===== src/rtl/core_ram_port_arbiter_if.sv =====
// Bundle for the three requester ports (fetch, lsu, dbg), the shared RAM port and the stall flag.
// The arbiter uses the slave modport; the requester/RAM side uses master.
interface core_ram_port_arbiter_if #(
    parameter int AW = 32,
    parameter int DW = 32
);
    logic          i_fetch_req;
    logic          i_fetch_we;
    logic [AW-1:0] i_fetch_addr;
    logic [3:0]    i_fetch_byte_en;
    logic [DW-1:0] i_fetch_wdata;
    logic          o_fetch_gnt;
    logic          o_fetch_rvalid;
    logic [DW-1:0] o_fetch_rdata;
    logic          o_fetch_err;

    logic          i_lsu_req;
    logic          i_lsu_we;
    logic [AW-1:0] i_lsu_addr;
    logic [3:0]    i_lsu_byte_en;
    logic [DW-1:0] i_lsu_wdata;
    logic          o_lsu_gnt;
    logic          o_lsu_rvalid;
    logic [DW-1:0] o_lsu_rdata;
    logic          o_lsu_err;

    logic          i_dbg_req;
    logic          i_dbg_we;
    logic [AW-1:0] i_dbg_addr;
    logic [3:0]    i_dbg_byte_en;
    logic [DW-1:0] i_dbg_wdata;
    logic          o_dbg_gnt;
    logic          o_dbg_rvalid;
    logic [DW-1:0] o_dbg_rdata;
    logic          o_dbg_err;

    logic          o_ram_en;
    logic          o_ram_we;
    logic [AW-1:0] o_ram_addr;
    logic [3:0]    o_ram_byte_en;
    logic [DW-1:0] o_ram_wdata;
    logic [DW-1:0] i_ram_rdata;

    logic          o_stall;

    modport slave (
        input  i_fetch_req, i_fetch_we, i_fetch_addr, i_fetch_byte_en, i_fetch_wdata,
        output o_fetch_gnt, o_fetch_rvalid, o_fetch_rdata, o_fetch_err,
        input  i_lsu_req, i_lsu_we, i_lsu_addr, i_lsu_byte_en, i_lsu_wdata,
        output o_lsu_gnt, o_lsu_rvalid, o_lsu_rdata, o_lsu_err,
        input  i_dbg_req, i_dbg_we, i_dbg_addr, i_dbg_byte_en, i_dbg_wdata,
        output o_dbg_gnt, o_dbg_rvalid, o_dbg_rdata, o_dbg_err,
        output o_ram_en, o_ram_we, o_ram_addr, o_ram_byte_en, o_ram_wdata,
        input  i_ram_rdata,
        output o_stall
    );

    modport master (
        output i_fetch_req, i_fetch_we, i_fetch_addr, i_fetch_byte_en, i_fetch_wdata,
        input  o_fetch_gnt, o_fetch_rvalid, o_fetch_rdata, o_fetch_err,
        output i_lsu_req, i_lsu_we, i_lsu_addr, i_lsu_byte_en, i_lsu_wdata,
        input  o_lsu_gnt, o_lsu_rvalid, o_lsu_rdata, o_lsu_err,
        output i_dbg_req, i_dbg_we, i_dbg_addr, i_dbg_byte_en, i_dbg_wdata,
        input  o_dbg_gnt, o_dbg_rvalid, o_dbg_rdata, o_dbg_err,
        input  o_ram_en, o_ram_we, o_ram_addr, o_ram_byte_en, o_ram_wdata,
        output i_ram_rdata,
        input  o_stall
    );
endinterface


===== src/rtl/core_ram_port_arbiter.sv =====
// Three-way single-port RAM arbiter (lsu > fetch > dbg) with 1-cycle read response routing.
// Define CORE_ARB_STARVE_GUARD_EN to add the dbg starvation guard; undefined gives pure fixed priority.
// Handshake: a requester holds req and its fields stable until gnt; gnt is the single accept cycle.
module core_ram_port_arbiter #(
    parameter int AW           = 32,
    parameter int DW           = 32,
    parameter int RAM_WORDS    = 4096,
    parameter int STARVE_LIMIT = 8
) (
    input logic                   i_clk,
    input logic                   i_rst,
    input logic                   i_clk_en,
    core_ram_port_arbiter_if.slave bus
);
    // Port index order everywhere: bit 0 fetch, bit 1 lsu, bit 2 dbg.
    logic [2:0]    req;
    logic [2:0]    we_v;
    logic [2:0]    oor;
    logic [2:0]    gnt;
    logic [2:0]    rvalid;
    logic          win;
    logic          w_we;
    logic          w_oor;
    logic          starve;
    logic          rsp_valid_q, rsp_valid_d;
    logic [2:0]    rsp_owner_q, rsp_owner_d;
    logic          rsp_err_q, rsp_err_d;

    assign req  = {bus.i_dbg_req, bus.i_lsu_req, bus.i_fetch_req};
    assign we_v = {bus.i_dbg_we, bus.i_lsu_we, bus.i_fetch_we};

    assign oor[0] = (bus.i_fetch_addr >> 2) >= AW'(RAM_WORDS);
    assign oor[1] = (bus.i_lsu_addr >> 2) >= AW'(RAM_WORDS);
    assign oor[2] = (bus.i_dbg_addr >> 2) >= AW'(RAM_WORDS);

`ifdef CORE_ARB_STARVE_GUARD_EN
    localparam int CW = $clog2(STARVE_LIMIT + 1);
    logic [CW-1:0] starve_cnt_q, starve_cnt_d;

    assign starve = req[2] && (starve_cnt_q == CW'(STARVE_LIMIT));

    always_comb begin
        starve_cnt_d = starve_cnt_q;
        if (i_clk_en) begin
            if (gnt[2] || !req[2]) begin
                starve_cnt_d = '0;
            end else if (starve_cnt_q != CW'(STARVE_LIMIT)) begin
                starve_cnt_d = starve_cnt_q + 1'b1;
            end
        end
    end

    always_ff @(posedge i_clk) begin
        if (i_rst) begin
            starve_cnt_q <= '0;
        end else begin
            starve_cnt_q <= starve_cnt_d;
        end
    end
`else
    assign starve = 1'b0;
`endif

    always_comb begin
        gnt = 3'b000;
        if (!i_rst && i_clk_en) begin
            if (starve)      gnt = 3'b100;
            else if (req[1]) gnt = 3'b010;
            else if (req[0]) gnt = 3'b001;
            else if (req[2]) gnt = 3'b100;
        end
    end

    assign win   = |gnt;
    assign w_we  = |(gnt & we_v);
    assign w_oor = |(gnt & oor);

    // One-hot gnt makes the AND-OR mux a clean select of the winner's fields.
    always_comb begin
        bus.o_ram_en      = 1'b0;
        bus.o_ram_we      = 1'b0;
        bus.o_ram_addr    = '0;
        bus.o_ram_byte_en = '0;
        bus.o_ram_wdata   = '0;
        if (win && !w_oor) begin
            bus.o_ram_en      = 1'b1;
            bus.o_ram_we      = w_we;
            bus.o_ram_addr    = (({AW{gnt[0]}} & bus.i_fetch_addr) |
                                 ({AW{gnt[1]}} & bus.i_lsu_addr) |
                                 ({AW{gnt[2]}} & bus.i_dbg_addr)) >> 2;
            bus.o_ram_byte_en = ({4{gnt[0]}} & bus.i_fetch_byte_en) |
                                ({4{gnt[1]}} & bus.i_lsu_byte_en) |
                                ({4{gnt[2]}} & bus.i_dbg_byte_en);
            bus.o_ram_wdata   = ({DW{gnt[0]}} & bus.i_fetch_wdata) |
                                ({DW{gnt[1]}} & bus.i_lsu_wdata) |
                                ({DW{gnt[2]}} & bus.i_dbg_wdata);
        end
    end

    always_comb begin
        rsp_valid_d = rsp_valid_q;
        rsp_owner_d = rsp_owner_q;
        rsp_err_d   = rsp_err_q;
        if (i_clk_en) begin
            rsp_valid_d = win && !w_we;
            rsp_owner_d = gnt;
            rsp_err_d   = w_oor;
        end
    end

    always_ff @(posedge i_clk) begin
        if (i_rst) begin
            rsp_valid_q <= 1'b0;
            rsp_owner_q <= '0;
            rsp_err_q   <= 1'b0;
        end else begin
            rsp_valid_q <= rsp_valid_d;
            rsp_owner_q <= rsp_owner_d;
            rsp_err_q   <= rsp_err_d;
        end
    end

    // Out-of-range reads complete with zero data and err instead of RAM data.
    assign rvalid = {3{rsp_valid_q && !i_rst}} & rsp_owner_q;

    assign bus.o_fetch_gnt    = gnt[0];
    assign bus.o_lsu_gnt      = gnt[1];
    assign bus.o_dbg_gnt      = gnt[2];
    assign bus.o_fetch_rvalid = rvalid[0];
    assign bus.o_lsu_rvalid   = rvalid[1];
    assign bus.o_dbg_rvalid   = rvalid[2];
    assign bus.o_fetch_rdata  = (rvalid[0] && !rsp_err_q) ? bus.i_ram_rdata : '0;
    assign bus.o_lsu_rdata    = (rvalid[1] && !rsp_err_q) ? bus.i_ram_rdata : '0;
    assign bus.o_dbg_rdata    = (rvalid[2] && !rsp_err_q) ? bus.i_ram_rdata : '0;
    assign bus.o_fetch_err    = (rvalid[0] && rsp_err_q) || (gnt[0] && we_v[0] && oor[0]);
    assign bus.o_lsu_err      = (rvalid[1] && rsp_err_q) || (gnt[1] && we_v[1] && oor[1]);
    assign bus.o_dbg_err      = (rvalid[2] && rsp_err_q) || (gnt[2] && we_v[2] && oor[2]);

    assign bus.o_stall = !i_rst && ((req[0] && !gnt[0]) || (req[1] && !gnt[1]));
endmodule


===== src/flat_wrapper.sv =====
// flat-port wrapper written by rule: the top's interface ports become plain ports
module core_ram_port_arbiter_flat 
#(
    parameter int AW           = 32,
    parameter int DW           = 32,
    parameter int RAM_WORDS    = 4096,
    parameter int STARVE_LIMIT = 8
)
  (i_clk, i_rst, i_clk_en, bus_i_fetch_req, bus_i_fetch_we, bus_i_fetch_addr, bus_i_fetch_byte_en, bus_i_fetch_wdata, bus_o_fetch_gnt, bus_o_fetch_rvalid, bus_o_fetch_rdata, bus_o_fetch_err, bus_i_lsu_req, bus_i_lsu_we, bus_i_lsu_addr, bus_i_lsu_byte_en, bus_i_lsu_wdata, bus_o_lsu_gnt, bus_o_lsu_rvalid, bus_o_lsu_rdata, bus_o_lsu_err, bus_i_dbg_req, bus_i_dbg_we, bus_i_dbg_addr, bus_i_dbg_byte_en, bus_i_dbg_wdata, bus_o_dbg_gnt, bus_o_dbg_rvalid, bus_o_dbg_rdata, bus_o_dbg_err, bus_o_ram_en, bus_o_ram_we, bus_o_ram_addr, bus_o_ram_byte_en, bus_o_ram_wdata, bus_i_ram_rdata, bus_o_stall);
  core_ram_port_arbiter_if #(.AW(AW), .DW(DW)) bus_i ();
  input logic i_clk;
  input logic i_rst;
  input logic i_clk_en;
  input wire logic [$bits(bus_i.i_fetch_req)-1:0] bus_i_fetch_req;
  input wire logic [$bits(bus_i.i_fetch_we)-1:0] bus_i_fetch_we;
  input wire logic [$bits(bus_i.i_fetch_addr)-1:0] bus_i_fetch_addr;
  input wire logic [$bits(bus_i.i_fetch_byte_en)-1:0] bus_i_fetch_byte_en;
  input wire logic [$bits(bus_i.i_fetch_wdata)-1:0] bus_i_fetch_wdata;
  output wire logic [$bits(bus_i.o_fetch_gnt)-1:0] bus_o_fetch_gnt;
  output wire logic [$bits(bus_i.o_fetch_rvalid)-1:0] bus_o_fetch_rvalid;
  output wire logic [$bits(bus_i.o_fetch_rdata)-1:0] bus_o_fetch_rdata;
  output wire logic [$bits(bus_i.o_fetch_err)-1:0] bus_o_fetch_err;
  input wire logic [$bits(bus_i.i_lsu_req)-1:0] bus_i_lsu_req;
  input wire logic [$bits(bus_i.i_lsu_we)-1:0] bus_i_lsu_we;
  input wire logic [$bits(bus_i.i_lsu_addr)-1:0] bus_i_lsu_addr;
  input wire logic [$bits(bus_i.i_lsu_byte_en)-1:0] bus_i_lsu_byte_en;
  input wire logic [$bits(bus_i.i_lsu_wdata)-1:0] bus_i_lsu_wdata;
  output wire logic [$bits(bus_i.o_lsu_gnt)-1:0] bus_o_lsu_gnt;
  output wire logic [$bits(bus_i.o_lsu_rvalid)-1:0] bus_o_lsu_rvalid;
  output wire logic [$bits(bus_i.o_lsu_rdata)-1:0] bus_o_lsu_rdata;
  output wire logic [$bits(bus_i.o_lsu_err)-1:0] bus_o_lsu_err;
  input wire logic [$bits(bus_i.i_dbg_req)-1:0] bus_i_dbg_req;
  input wire logic [$bits(bus_i.i_dbg_we)-1:0] bus_i_dbg_we;
  input wire logic [$bits(bus_i.i_dbg_addr)-1:0] bus_i_dbg_addr;
  input wire logic [$bits(bus_i.i_dbg_byte_en)-1:0] bus_i_dbg_byte_en;
  input wire logic [$bits(bus_i.i_dbg_wdata)-1:0] bus_i_dbg_wdata;
  output wire logic [$bits(bus_i.o_dbg_gnt)-1:0] bus_o_dbg_gnt;
  output wire logic [$bits(bus_i.o_dbg_rvalid)-1:0] bus_o_dbg_rvalid;
  output wire logic [$bits(bus_i.o_dbg_rdata)-1:0] bus_o_dbg_rdata;
  output wire logic [$bits(bus_i.o_dbg_err)-1:0] bus_o_dbg_err;
  output wire logic [$bits(bus_i.o_ram_en)-1:0] bus_o_ram_en;
  output wire logic [$bits(bus_i.o_ram_we)-1:0] bus_o_ram_we;
  output wire logic [$bits(bus_i.o_ram_addr)-1:0] bus_o_ram_addr;
  output wire logic [$bits(bus_i.o_ram_byte_en)-1:0] bus_o_ram_byte_en;
  output wire logic [$bits(bus_i.o_ram_wdata)-1:0] bus_o_ram_wdata;
  input wire logic [$bits(bus_i.i_ram_rdata)-1:0] bus_i_ram_rdata;
  output wire logic [$bits(bus_i.o_stall)-1:0] bus_o_stall;
  assign bus_i.i_fetch_req = bus_i_fetch_req;
  assign bus_i.i_fetch_we = bus_i_fetch_we;
  assign bus_i.i_fetch_addr = bus_i_fetch_addr;
  assign bus_i.i_fetch_byte_en = bus_i_fetch_byte_en;
  assign bus_i.i_fetch_wdata = bus_i_fetch_wdata;
  assign bus_o_fetch_gnt = bus_i.o_fetch_gnt;
  assign bus_o_fetch_rvalid = bus_i.o_fetch_rvalid;
  assign bus_o_fetch_rdata = bus_i.o_fetch_rdata;
  assign bus_o_fetch_err = bus_i.o_fetch_err;
  assign bus_i.i_lsu_req = bus_i_lsu_req;
  assign bus_i.i_lsu_we = bus_i_lsu_we;
  assign bus_i.i_lsu_addr = bus_i_lsu_addr;
  assign bus_i.i_lsu_byte_en = bus_i_lsu_byte_en;
  assign bus_i.i_lsu_wdata = bus_i_lsu_wdata;
  assign bus_o_lsu_gnt = bus_i.o_lsu_gnt;
  assign bus_o_lsu_rvalid = bus_i.o_lsu_rvalid;
  assign bus_o_lsu_rdata = bus_i.o_lsu_rdata;
  assign bus_o_lsu_err = bus_i.o_lsu_err;
  assign bus_i.i_dbg_req = bus_i_dbg_req;
  assign bus_i.i_dbg_we = bus_i_dbg_we;
  assign bus_i.i_dbg_addr = bus_i_dbg_addr;
  assign bus_i.i_dbg_byte_en = bus_i_dbg_byte_en;
  assign bus_i.i_dbg_wdata = bus_i_dbg_wdata;
  assign bus_o_dbg_gnt = bus_i.o_dbg_gnt;
  assign bus_o_dbg_rvalid = bus_i.o_dbg_rvalid;
  assign bus_o_dbg_rdata = bus_i.o_dbg_rdata;
  assign bus_o_dbg_err = bus_i.o_dbg_err;
  assign bus_o_ram_en = bus_i.o_ram_en;
  assign bus_o_ram_we = bus_i.o_ram_we;
  assign bus_o_ram_addr = bus_i.o_ram_addr;
  assign bus_o_ram_byte_en = bus_i.o_ram_byte_en;
  assign bus_o_ram_wdata = bus_i.o_ram_wdata;
  assign bus_i.i_ram_rdata = bus_i_ram_rdata;
  assign bus_o_stall = bus_i.o_stall;
  core_ram_port_arbiter #(.AW(AW), .DW(DW), .RAM_WORDS(RAM_WORDS), .STARVE_LIMIT(STARVE_LIMIT)) u_core (.i_clk(i_clk), .i_rst(i_rst), .i_clk_en(i_clk_en), .bus(bus_i));
endmodule

===== config.mk =====
export PLATFORM = sky130hd
export DESIGN_NAME = core_ram_port_arbiter_flat
export DESIGN_NICKNAME = d
export VERILOG_FILES = /design/src/rtl/core_ram_port_arbiter_if.sv /design/src/rtl/core_ram_port_arbiter.sv /design/src/flat_wrapper.sv
export SDC_FILE = /design/constraint.sdc
export NUM_CORES = 1
export LEC_CHECK = 0
export BUFFER_PORTS_ARGS = -buffer_cell sky130_fd_sc_hd__buf_2
export CORE_AREA = 2 2 166 168
export DETAILED_ROUTE_END_ITERATION = 8
export DIE_AREA = 0 0 168 170
export PLACE_DENSITY = 0.43
export SLEW_MARGIN = 30
export SYNTH_ARGS = -nofsm -noshare
export SYNTH_HDL_FRONTEND = slang
export SYNTH_SLANG_ARGS = --single-unit

===== constraint.sdc =====
create_clock -name i_clk -period 1.9 [get_ports i_clk]
set_input_delay 0.095 -clock i_clk [delete_from_list [all_inputs] [get_ports i_clk]]
set_output_delay 0.095 -clock i_clk [all_outputs]
set_load 0.03 [all_outputs]

==> qor.csv, run 1 <==
stage,metric,value,unit
power_and_ir_drop,power_frac_comb,58.8,%
hold_path,hold_path_end,u_core.rsp_owner_q[0]$_SDFFE_PP0P_,
global_route,grt_use_met2,17.4,%
finish,fillCellCount,3080,
synth,synth_top_area_cell,and3_1,
global_route,grt-ovfl-total,0,
clock_network,htreeDepth,1,
run,drv_cap,0,
clock_network,clkTransAtPathRegs,0.04,ns
global_route,grt_usage,10.1,%
hold_path,hp-start,i_rst,
worst_setup_path,path_buf_inv,4,
timing,finalMaxSlewViolations,0,
route,drt-vias-per-instance,4.04,
clock_network,cts_buffers,3,
route,via_count,4194,
timing,holdWs,0.191,ns
route,drc_errors,4,
worst_setup_path,r2r_start,u_core.rsp_valid_q$_SDFFE_PP0P_,
synth,yosysMostFrequentCell,and3_1,
route,wire_per_inst,15.7,microns
worst_setup_path,rr_endpoint,u_core.rsp_valid_q$_SDFFE_PP0P_,
timing,post-route-min-period,1.91,ns
worst_setup_path,crit_chain,buf_2 -> or4_1 -> o21ai_1 -> buf_4 -> nand4b_4 -> buf_12 -> nor2_1 -> buf_2,
timing,fin_tns_setup,-0.00974,ns
timing,max_freq,524,MHz
timing,hold_viol_final,0,
timing,fin_crit_sh,100,%
clock_network,ctsHoldBuffers,0,
route,wirelength,16300,microns
floorplanning,ioPinCount,421,
worst_setup_path,slowest_stage,or4_1,
worst_setup_path,cpLargestDelayFamily,simple AND/OR/NAND/NOR gates,
worst_setup_path,end_kind,primary output,
power_and_ir_drop,peakVddDrop,0.240,mV
global_route,grt_max_degree,97,
clock_network,insertion_delay,0.23,ns
synth,async_flop_share,0,%
timing,fin_ws,-0.00659,ns
clock_network,cts_root_buf,clkbuf_16,
synth,synthCells,319,
placement,dp_hpwl,13200,microns
synth,ys_seq_elements,5,
finish,final_cells,1037,
synth,synth_flop_cell,dfxtp_1,
worst_setup_path,crit_fanout,49,
hold_path,hold_depth,3,
floorplanning,start_util,7.88,%
worst_setup_path,cp-start-kind,primary input,
global_route,grt_pass1_vias,3799,
finish,regArea,100,sq um
synth,netlist_top_cells_count,"97 x and3_1, 56 x nor2_1, 49 x a222oi_1",
worst_setup_path,cp.arrival,1.81,ns
synth,synthTopCellsByArea,"and3_1 29%, a222oi_1 23%, nor2_1 10%, buf_4 7.1%, clkbuf_1 5.5%",
finish,diodes,0,
global_route,grt_pass1_wl,22300,microns
clock_network,clockBufferDepth,2,
timing,rsz0062_at_grt,true,
route,first_iter_violations,593,
floorplanning,die_x,168,microns
power_and_ir_drop,static-leakage-power,2.94,nW
worst_setup_path,ff2ff_setup_slack,1.12,ns
placement,io_buffers,394,
worst_setup_path,worstSetupPathType,in -> out,
power_and_ir_drop,switching_share,39.8,%
clock_network,postCtsSetupBuffers,0,
synth,avgSynthCellArea,6.59,sq um
timing,finalClockSkew,0,ns
worst_setup_path,crit_required,1.80,ns
floorplanning,placeableCoreArea,0.0267,sq mm
hold_path,hold_path.class,in -> reg,
worst_setup_path,slowest_delay,0.61,ns
finish,multi_input_area,0.00172,sq mm
clock_network,clkSinkCount,5,
route,ant_nets,0,
clock_network,cts_tree,yes,
timing,setup_viol,2,
finish,drive_gt1_share,61.9,%
global_route,antenna_found_initial,0,
synth,syn-cell-area,0.00210,sq mm
global_route,use_met1,13.5,%
finish,fin_util,17.6,%
placement,place.gp.congestion,0.821,
synth,yosysSeqAreaShare,4.76,%
power_and_ir_drop,internal-power,679,uW
finish,syn2layout_area_growth,124,%
power_and_ir_drop,seq_power_share,10.2,%
synth,yosysWarnings,0,
global_route,met3_usage,1.93,%
floorplanning,num_rows,60,
placement,dp_cells,1033,
power_and_ir_drop,p_per_area,240,mW/mm^2
placement,pre_cts_ws,-0.125,ns
status,violations,"DRC, setup timing",
worst_setup_path,rr_worst_depth,2,
status,status,finished with violations,
floorplanning,fp.dieH,170,microns
finish,num-nets-final,942,
synth,yosysTopAreaCellShare,28.9,%
power_and_ir_drop,clockPowerShare,31.0,%
synth,synth_edf_count,0,
route,dr.pass1.iters,9,
synth,ys_types,33,
power_and_ir_drop,p_sw,448,uW
global_route,busiest_layer,met2,
worst_setup_path,cpMostUsedCell,buf_2,
floorplanning,dieArea,0.0286,sq mm
-- sequential cells by signal, indices dropped and copies added (netlist names) --
name                flops
u_core.rsp_valid_q      1
u_core.rsp_err_q        1
u_core.rsp_owner_q      3
-- metrics by stage --
| stage | power (mW) | area [sq um] |
|---|---|---|
| after global routing | 1.20 | 4700 |
| after detailed placement | 0.764 | 4490 |
| after floorplan | 0.426 | 2170 |
| after CTS | 1.13 | 4630 |
| after global placement | 0.763 | 4490 |
| final | 1.13 | 4700 |
-- layout make-up --
class,count,area share (%)
tap,341,9.07
multi-input combinational,266,36.5
clock inverter,1,0.106
inverter,5,0.399
clock buffer,3,1.60
timing repair buffer,416,50.2
sequential,5,2.13
-- cell usage in the layout (no fill, tap or decap), drive strengths merged, types with 2 or more instances in the layout --
| cell | n |
|---|---|
| buf | 415 |
| and3 | 97 |
| nor2 | 57 |
| a222oi | 49 |
| conb | 20 |
| nor4 | 9 |
| nand2 | 6 |
| dfxtp | 5 |
| inv | 5 |
| and2 | 4 |
| clkbuf | 4 |
| nand4 | 3 |
| or4 | 3 |
| nor2b | 2 |
| o211ai | 2 |
| a21oi | 2 |
| o31ai | 2 |
| o21ai | 2 |
-- metal layers --
metal,vias up,routed length (microns)
met3,6,1370
met1,1965,6970
met2,249,7940
li1,1974,-
met5,-,0
met4,0,23
-- how the worst max path moves through the flow --
stage / start / endpoint / slack [ns] / depth (start not counted)
final: bus_i_fetch_addr[30] / bus_o_ram_wdata[16] / -0.007 / 8
after global routing: bus_i_lsu_addr[29] / bus_o_ram_addr[1] / -0.10 / 7
after CTS: bus_i_fetch_addr[30] / bus_o_ram_byte_en[2] / 0.0005 / 8
after detailed placement: bus_i_dbg_addr[29] / bus_o_ram_wdata[7] / -0.13 / 7
after global placement: bus_i_dbg_addr[31] / bus_o_ram_wdata[14] / -0.09 / 7
after floorplan: bus_i_lsu_addr[31] / bus_o_ram_wdata[22] / 0.13 / 5
-- repair_timing --
item	4_1_cts	5_1_grt
endpoints found under the setup margin	50	49
pin swaps	0	1
resized for setup	21	56
cloned	0	0
-- power groups by stage --
stage	logic (mW)	registers (mW)	clock network (mW)
2_1_floorplan	0.311	0.115	0
3_3_place_gp	0.647	0.116	0
3_5_place_dp	0.648	0.117	0
4_1_cts	0.654	0.115	0.360
5_1_grt	0.712	0.116	0.369
6_report	0.663	0.115	0.350
-- worst min-delay path, cell delays in order --
cell and delay (ns):
buf_2 0.09, buf_4 0.14, nor2_1 0.05
-- kinds of logic (layout without fill, tap and decap cells) --
kind of cell	after synthesis	in the layout	share of synthesized area (%)
and+or+nand+nor	184	184	48.7
AOI/OAI and AO/OA	61	61	28.2
other	1	20	0.179
buffers and inverters	67	425	17.7
DFF	5	5	4.76
muxes	1	1	0.476
Power figures use the tool's default switching activity.
==> inputs of run 2 (changes only) <==
--- a/config.mk
+++ b/config.mk
@@ -7,6 +7,7 @@
 export LEC_CHECK = 0
 export BUFFER_PORTS_ARGS = -buffer_cell sky130_fd_sc_hd__buf_2
 export CORE_AREA = 2 2 166 168
+export CTS_BUF_LIST = sky130_fd_sc_hd__clkbuf_16
 export DETAILED_ROUTE_END_ITERATION = 8
 export DIE_AREA = 0 0 168 170
 export PLACE_DENSITY = 0.43
@@ -14,3 +15,4 @@
 export SYNTH_ARGS = -nofsm -noshare
 export SYNTH_HDL_FRONTEND = slang
 export SYNTH_SLANG_ARGS = --single-unit
+export TNS_END_PERCENT = 5
==> run 2 against run 1 <==
The flow finishes with violations (setup timing). Sequential cell count unchanged. Sequential power is essentially flat. Design area did not move. Power hardly changed. First-iteration DRC count decreased by 3.5%. Setup slack barely moved. Critical path depth did not move. Core utilization unchanged. Wire length is essentially flat. Die area unchanged. Maximum frequency hardly changed. Critical path type unchanged. Highest routed layer unchanged.
==> qor.csv, run 2 (same netlist as run 1, synthesis figures left out) <==
stage,metric,value,unit,change
route,wire_per_inst,15.7,microns,about the same
route,maxUsedRoutingLayer,met4,,
timing,holdWs,0.191,ns,-0.00000800 ns
worst_setup_path,cp-startpoint,bus_i_fetch_addr[30],,
placement,io_buffers,394,,unchanged
worst_setup_path,crit_fanout,49,,unchanged
placement,dp_hpwl,13200,microns,unchanged
timing,max_freq,525,MHz,about the same
floorplanning,num_rows,60,,unchanged
status,status,finished with violations,,
timing,post-route-min-period,1.91,ns,-0.000169 ns
floorplanning,die_x,168,microns,unchanged
global_route,grt_pass1_wl,22300,microns,unchanged
power_and_ir_drop,peakVddDrop,0.240,mV,about the same
floorplanning,dieArea,0.0286,sq mm,unchanged
finish,diodes,0,,unchanged
route,first_iter_violations,572,,-3.5%
route,drt-vias-per-instance,4.04,,-0.14%
power_and_ir_drop,static-leakage-power,2.94,nW,unchanged
route,drc_errors,0,,-4
run,drv_cap,0,,unchanged
clock_network,cts_buffers,3,,unchanged
finish,final_cell_mix,"348 x buf_2, 96 x and3_1, 57 x buf_4",,
hold_path,hp-start,i_rst,,
clock_network,postCtsSetupBuffers,0,,unchanged
route,ant_nets,0,,unchanged
power_and_ir_drop,p_per_area,240,mW/mm^2,about the same
clock_network,cts_root_buf,clkbuf_16,,
worst_setup_path,cp-start-kind,primary input,,
worst_setup_path,cp.arrival,1.81,ns,about the same
worst_setup_path,end_kind,primary output,,
clock_network,htreeDepth,1,,unchanged
route,routed-wl-met2,7910,microns,-0.37%
floorplanning,start_util,7.88,%,unchanged
power_and_ir_drop,finalPower,1.13,mW,about the same
global_route,grt_usage,10.1,%,unchanged
worst_setup_path,rr_worst_depth,2,,unchanged
timing,fin_crit_sh,100,%,about the same
clock_network,clockBufferDepth,2,,unchanged
finish,top_regs,"u_core.rsp_owner_q: 3 flops, u_core.rsp_err_q: 1 flops, u_core.rsp_valid_q: 1 flops",,
route,via_count,4188,,-0.14%
global_route,grt_pass1_vias,3799,,unchanged
global_route,antenna_found_initial,0,,unchanged
placement,dp_cells,1033,,unchanged
floorplanning,ioPinCount,421,,unchanged
route,dr.pass1.iters,6,,-3
status,violations,setup timing,,
clock_network,insertion_delay,0.23,ns,about the same
worst_setup_path,worstSetupPathType,in -> out,,
route,wl_met3,1400,microns,+2.7%
timing,finalMaxSlewViolations,0,,unchanged
timing,setup_viol,2,,unchanged
worst_setup_path,rr_endpoint,u_core.rsp_valid_q$_SDFFE_PP0P_,,
finish,num-nets-final,942,,unchanged
finish,largest_reg_flops,3,,unchanged
finish,regMostFlops,u_core.rsp_owner_q,,
finish,final_cells,1037,,unchanged
finish,final_common_cell,buf_2,,
clock_network,clkTransAtPathRegs,0.04,ns,about the same
clock_network,ctsHoldBuffers,0,,unchanged
worst_setup_path,crit_required,1.80,ns,about the same
hold_path,hold_path.class,in -> reg,,
clock_network,cts_tree,yes,,
timing,fin_tns_setup,-0.00912,ns,+0.000618 ns
placement,place.gp.congestion,0.821,,unchanged
timing,rsz0062_at_grt,true,,
route,wl_met1,6950,microns,-0.32%
global_route,grt-ovfl-total,0,,unchanged
worst_setup_path,ff2ff_setup_slack,1.12,ns,about the same
floorplanning,fp.dieH,170,microns,unchanged
timing,fin_ws,-0.00642,ns,+0.000169 ns
finish,drive_gt1_share,61.9,%,unchanged
floorplanning,placeableCoreArea,0.0267,sq mm,unchanged
worst_setup_path,cp-endpoint,bus_o_ram_wdata[16],,
timing,hold_viol_final,0,,unchanged
timing,finalClockSkew,0,ns,unchanged
global_route,grt_max_degree,97,,unchanged
route,wirelength,16300,microns,about the same
worst_setup_path,r2r_start,u_core.rsp_valid_q$_SDFFE_PP0P_,,
finish,syn2layout_area_growth,124,%,unchanged
clock_network,clkSinkCount,5,,unchanged
## run 2: cell counts in the layout (fill, tap and decap cells not counted)
Identical to the previous run, type by type.
## run 2: final cells by class
class	count	area (sq um)
inverter	5	18.8
multi-input combinational	266	1720
clock buffer	3	75.1
fill	3080	21900
sequential	5	100
tap	341	427
clock inverter	1	5.00
timing repair buffer	416	2360
## run 2: worst max-delay path: stages
cell	delay, ns
buf_2	0.09
or4_1	0.61
o21ai_1	0.17
buf_4	0.16
nand4b_4	0.12
buf_12	0.21
nor2_1	0.12
buf_2	0.21
## run 2: how the worst min path moves through the flow
stage	end	slack, ns	depth (start not counted)
after CTS	u_core.rsp_owner_q[0]$_SDFFE_PP0P_	0.18	3
final	u_core.rsp_owner_q[0]$_SDFFE_PP0P_	0.19	3
after global placement	u_core.rsp_owner_q[1]$_SDFFE_PP0P_	0.42	3
after global routing	u_core.rsp_owner_q[0]$_SDFFE_PP0P_	0.19	3
after floorplan	u_core.rsp_owner_q[0]$_SDFFE_PP0P_	0.17	1
after detailed placement	u_core.rsp_owner_q[0]$_SDFFE_PP0P_	0.42	3
## run 2: timing repair
| item | 4_1_cts | 5_1_grt |
|---|---|---|
| endpoints found under the setup margin | 50 | 49 |
| pin swaps | 0 | 1 |
| gates resized for setup | 21 | 56 |
## run 2: stage by stage
stage               worst slack, ns  util (%)  area, sq um
CTS                        0.000519      17.4         4630
floorplan                     0.129         -         2170
global route                 -0.104      17.6         4700
global placement            -0.0912      16.8         4490
finish                     -0.00642      17.6         4700
detailed placement           -0.125      16.8         4490
## run 2: per-layer routing
layer  vias up  GRT usage, %
li1       1974             -
met1      1952          13.5
met2       256          17.4
met3         6          1.93
met4         0         0.567
met5         -             0
## run 2: where the power goes
| part | internal, mW | switching (mW) |
|---|---|---|
| logic | 0.293 | 0.371 |
| clock network | 0.275 | 0.0743 |
| registers | 0.111 | 0.00408 |
==> inputs of run 3 (changes only) <==
--- a/config.mk
+++ b/config.mk
@@ -6,11 +6,11 @@
 export NUM_CORES = 1
 export LEC_CHECK = 0
 export BUFFER_PORTS_ARGS = -buffer_cell sky130_fd_sc_hd__buf_2
-export CORE_AREA = 2 2 166 168
+export CORE_AREA = 3 3 162 164
 export CTS_BUF_LIST = sky130_fd_sc_hd__clkbuf_16
 export DETAILED_ROUTE_END_ITERATION = 8
-export DIE_AREA = 0 0 168 170
-export PLACE_DENSITY = 0.43
+export DIE_AREA = 0 0 165 167
+export PLACE_DENSITY = 0.45
 export SLEW_MARGIN = 30
 export SYNTH_ARGS = -nofsm -noshare
 export SYNTH_HDL_FRONTEND = slang
==> run 3 against run 2 <==
The flow now finishes without violations. Highest routed layer is now met5. Sequential share of layout area is essentially flat. Critical endpoint is now bus_o_ram_we. Die area shrank 3.5%. Sequential power is essentially flat. Global-route usage is essentially flat. Largest power group unchanged. Largest cell class unchanged. Setup slack gained 0.085 ns. Hold slack lost 0.016 ns. Sequential cell count is the same.
==> qor.csv, run 3 (same netlist as run 1, synthesis figures left out) <==
stage,metric,value,unit,change
clock_network,clkTransAtPathRegs,0.03,ns,about the same
worst_setup_path,crit_fanout,5,,-90%
route,ant_nets,0,,unchanged
timing,holdWs,0.175,ns,-0.0160 ns
finish,final_common_cell,buf_2,,
route,wirelength,15600,microns,-4.4%
worst_setup_path,cp.arrival,1.73,ns,-0.08 ns
route,first_iter_violations,414,,-28%
clock_network,clockBufferDepth,2,,unchanged
route,via_count,4092,,-2.3%
placement,dp_hpwl,12700,microns,-4.3%
global_route,grt_max_degree,97,,unchanged
floorplanning,fp.dieH,167,microns,-1.8%
worst_setup_path,cp-start-kind,primary input,,
timing,rsz0062_at_grt,true,,
worst_setup_path,worstSetupPathType,in -> out,,
clock_network,insertion_delay,0.23,ns,about the same
floorplanning,placeableCoreArea,0.0250,sq mm,-6.1%
timing,finalMaxSlewViolations,0,,unchanged
placement,pre_cts_ws,-0.107,ns,+0.0180 ns
placement,place.gp.congestion,0.871,,+6.2%
global_route,antenna_found_initial,1,,+1
route,dr.pass1.iters,9,,+3
finish,fin_util,18.8,%,+1.1 points
global_route,grt_pass1_vias,3842,,+1.1%
status,status,"complete, no violations",,
timing,post-route-min-period,1.82,ns,-0.0853 ns
route,drt-vias-per-instance,3.98,,-1.4%
clock_network,clkSinkCount,5,,unchanged
timing,fin_crit_sh,95.9,%,-4.5 points
run,drv_cap,0,,unchanged
finish,final_cell_mix,"357 x buf_2, 96 x and3_1, 56 x nor2_1",,
clock_network,htreeDepth,1,,unchanged
floorplanning,num_rows,58,,-3.3%
timing,slew_headroom,49.1,%,
timing,worst_pin_slew,0.764,ns,
floorplanning,start_util,8.39,%,+0.51 points
timing,max_freq,549,MHz,+4.7%
hold_path,hold_path.class,in -> reg,,
finish,regMostFlops,u_core.rsp_owner_q,,
worst_setup_path,r2r_start,u_core.rsp_valid_q$_SDFFE_PP0P_,,
finish,syn2layout_area_growth,124,%,
timing,setup_viol,0,,-2
worst_setup_path,cp-startpoint,i_clk_en,,
clock_network,cts_tree,yes,,
floorplanning,die_x,165,microns,-1.8%
timing,fin_ws,0.0788,ns,+0.0853 ns
power_and_ir_drop,finalPower,1.11,mW,-1.7%
finish,num-nets-final,943,,+0.11%
worst_setup_path,end_kind,primary output,,
timing,finalClockSkew,0,ns,unchanged
route,wire_per_inst,15.2,microns,-3.5%
global_route,grt-ovfl-total,0,,unchanged
finish,drive_gt1_share,62.6,%,+0.63 points
clock_network,cts_buffers,3,,unchanged
worst_setup_path,crit_required,1.80,ns,about the same
hold_path,hp-start,i_rst,,
floorplanning,dieArea,0.0276,sq mm,-3.5%
placement,dp_cells,1022,,-1.1%
clock_network,cts_root_buf,clkbuf_16,,
floorplanning,ioPinCount,421,,unchanged
finish,top_regs,"u_core.rsp_owner_q: 3 flops, u_core.rsp_err_q: 1 flops, u_core.rsp_valid_q: 1 flops",,
route,drc_errors,0,,unchanged
power_and_ir_drop,peakVddDrop,0.192,mV,-20%
placement,io_buffers,394,,unchanged
global_route,grt_usage,10.1,%,+0.028 points
finish,largest_reg_flops,3,,unchanged
power_and_ir_drop,static-leakage-power,2.94,nW,unchanged
global_route,grt_pass1_wl,22200,microns,-0.37%
power_and_ir_drop,p_per_area,236,mW/mm^2,-1.6%
finish,final_cells,1028,,-0.87%
timing,hold_viol_final,0,,unchanged
[run 3: cell count changes in the layout (fill, tap and decap cells not counted), sizes merged]
cell	delta
clkbuf	+5
buf	-4
diode	+1
[run 3: repair_timing]
item / CTS / global route
gates cloned: 0 / 0
endpoints found under the setup margin: 50 / 50
hold buffers: 0 / 0
resized for setup: 3 / 73
pin swaps: 0 / 3
buffers inserted: 0 / 1
[run 3: per-stage QoR]
stage / setup TNS (ns) / instance area (sq um)
6_report: 0 / 4700
3_3_place_gp: -4.26 / 4470
4_1_cts: 0 / 4570
3_5_place_dp: -4.28 / 4470
5_1_grt: -0.277 / 4700
2_1_floorplan: 0 / 2170
[run 3: area by class of cell]
class	count	area, sq um
clock inverters	1	3.75
repair buffers	417	2340
well taps	330	413
fillers	2898	20300
clock buffers	3	75.1
inverters	5	18.8
multi-input cells	266	1750
diodes	1	2.50
flip-flops and latches	5	100
[run 3: worst paths after layout]
path / to / slack [ns] / cells after the start
hold / removal: u_core.rsp_owner_q[1]$_SDFFE_PP0P_ / 0.17 / 3
setup / recovery: bus_o_ram_we / 0.08 / 7
hold reg to reg: u_core.rsp_owner_q[0]$_SDFFE_PP0P_ / 0.47 / 2
setup reg to reg: u_core.rsp_valid_q$_SDFFE_PP0P_ / 1.17 / 2
[run 3: critical path: stages]
cell and delay (ns):
buf_2 0.10, nor2b_1 0.15, and2_2 0.24, buf_4 0.19, a222oi_1 0.66, nor2_1 0.09, buf_4 0.20
[run 3: routing by layer]
| metal | share of wire [%] | global-route usage, % | up-vias |
|---|---|---|---|
| met2 | 50 | 17.6 | 220 |
| met5 | 0.083 | 0 | - |
| met1 | 41 | 13.0 | 1873 |
| met4 | 1.8 | 2.15 | 2 |
| li1 | - | - | 1977 |
| met3 | 7.6 | 1.44 | 20 |
[run 3: where the power goes]
| group | internal (mW) | leakage, nW | total [mW] | switching (mW) |
|---|---|---|---|---|
| Sequential | 0.111 | 0.0411 | 0.115 | 0.00380 |
| Combinational | 0.292 | 2.85 | 0.650 | 0.358 |
| Clock | 0.273 | 0.0423 | 0.343 | 0.0706 |
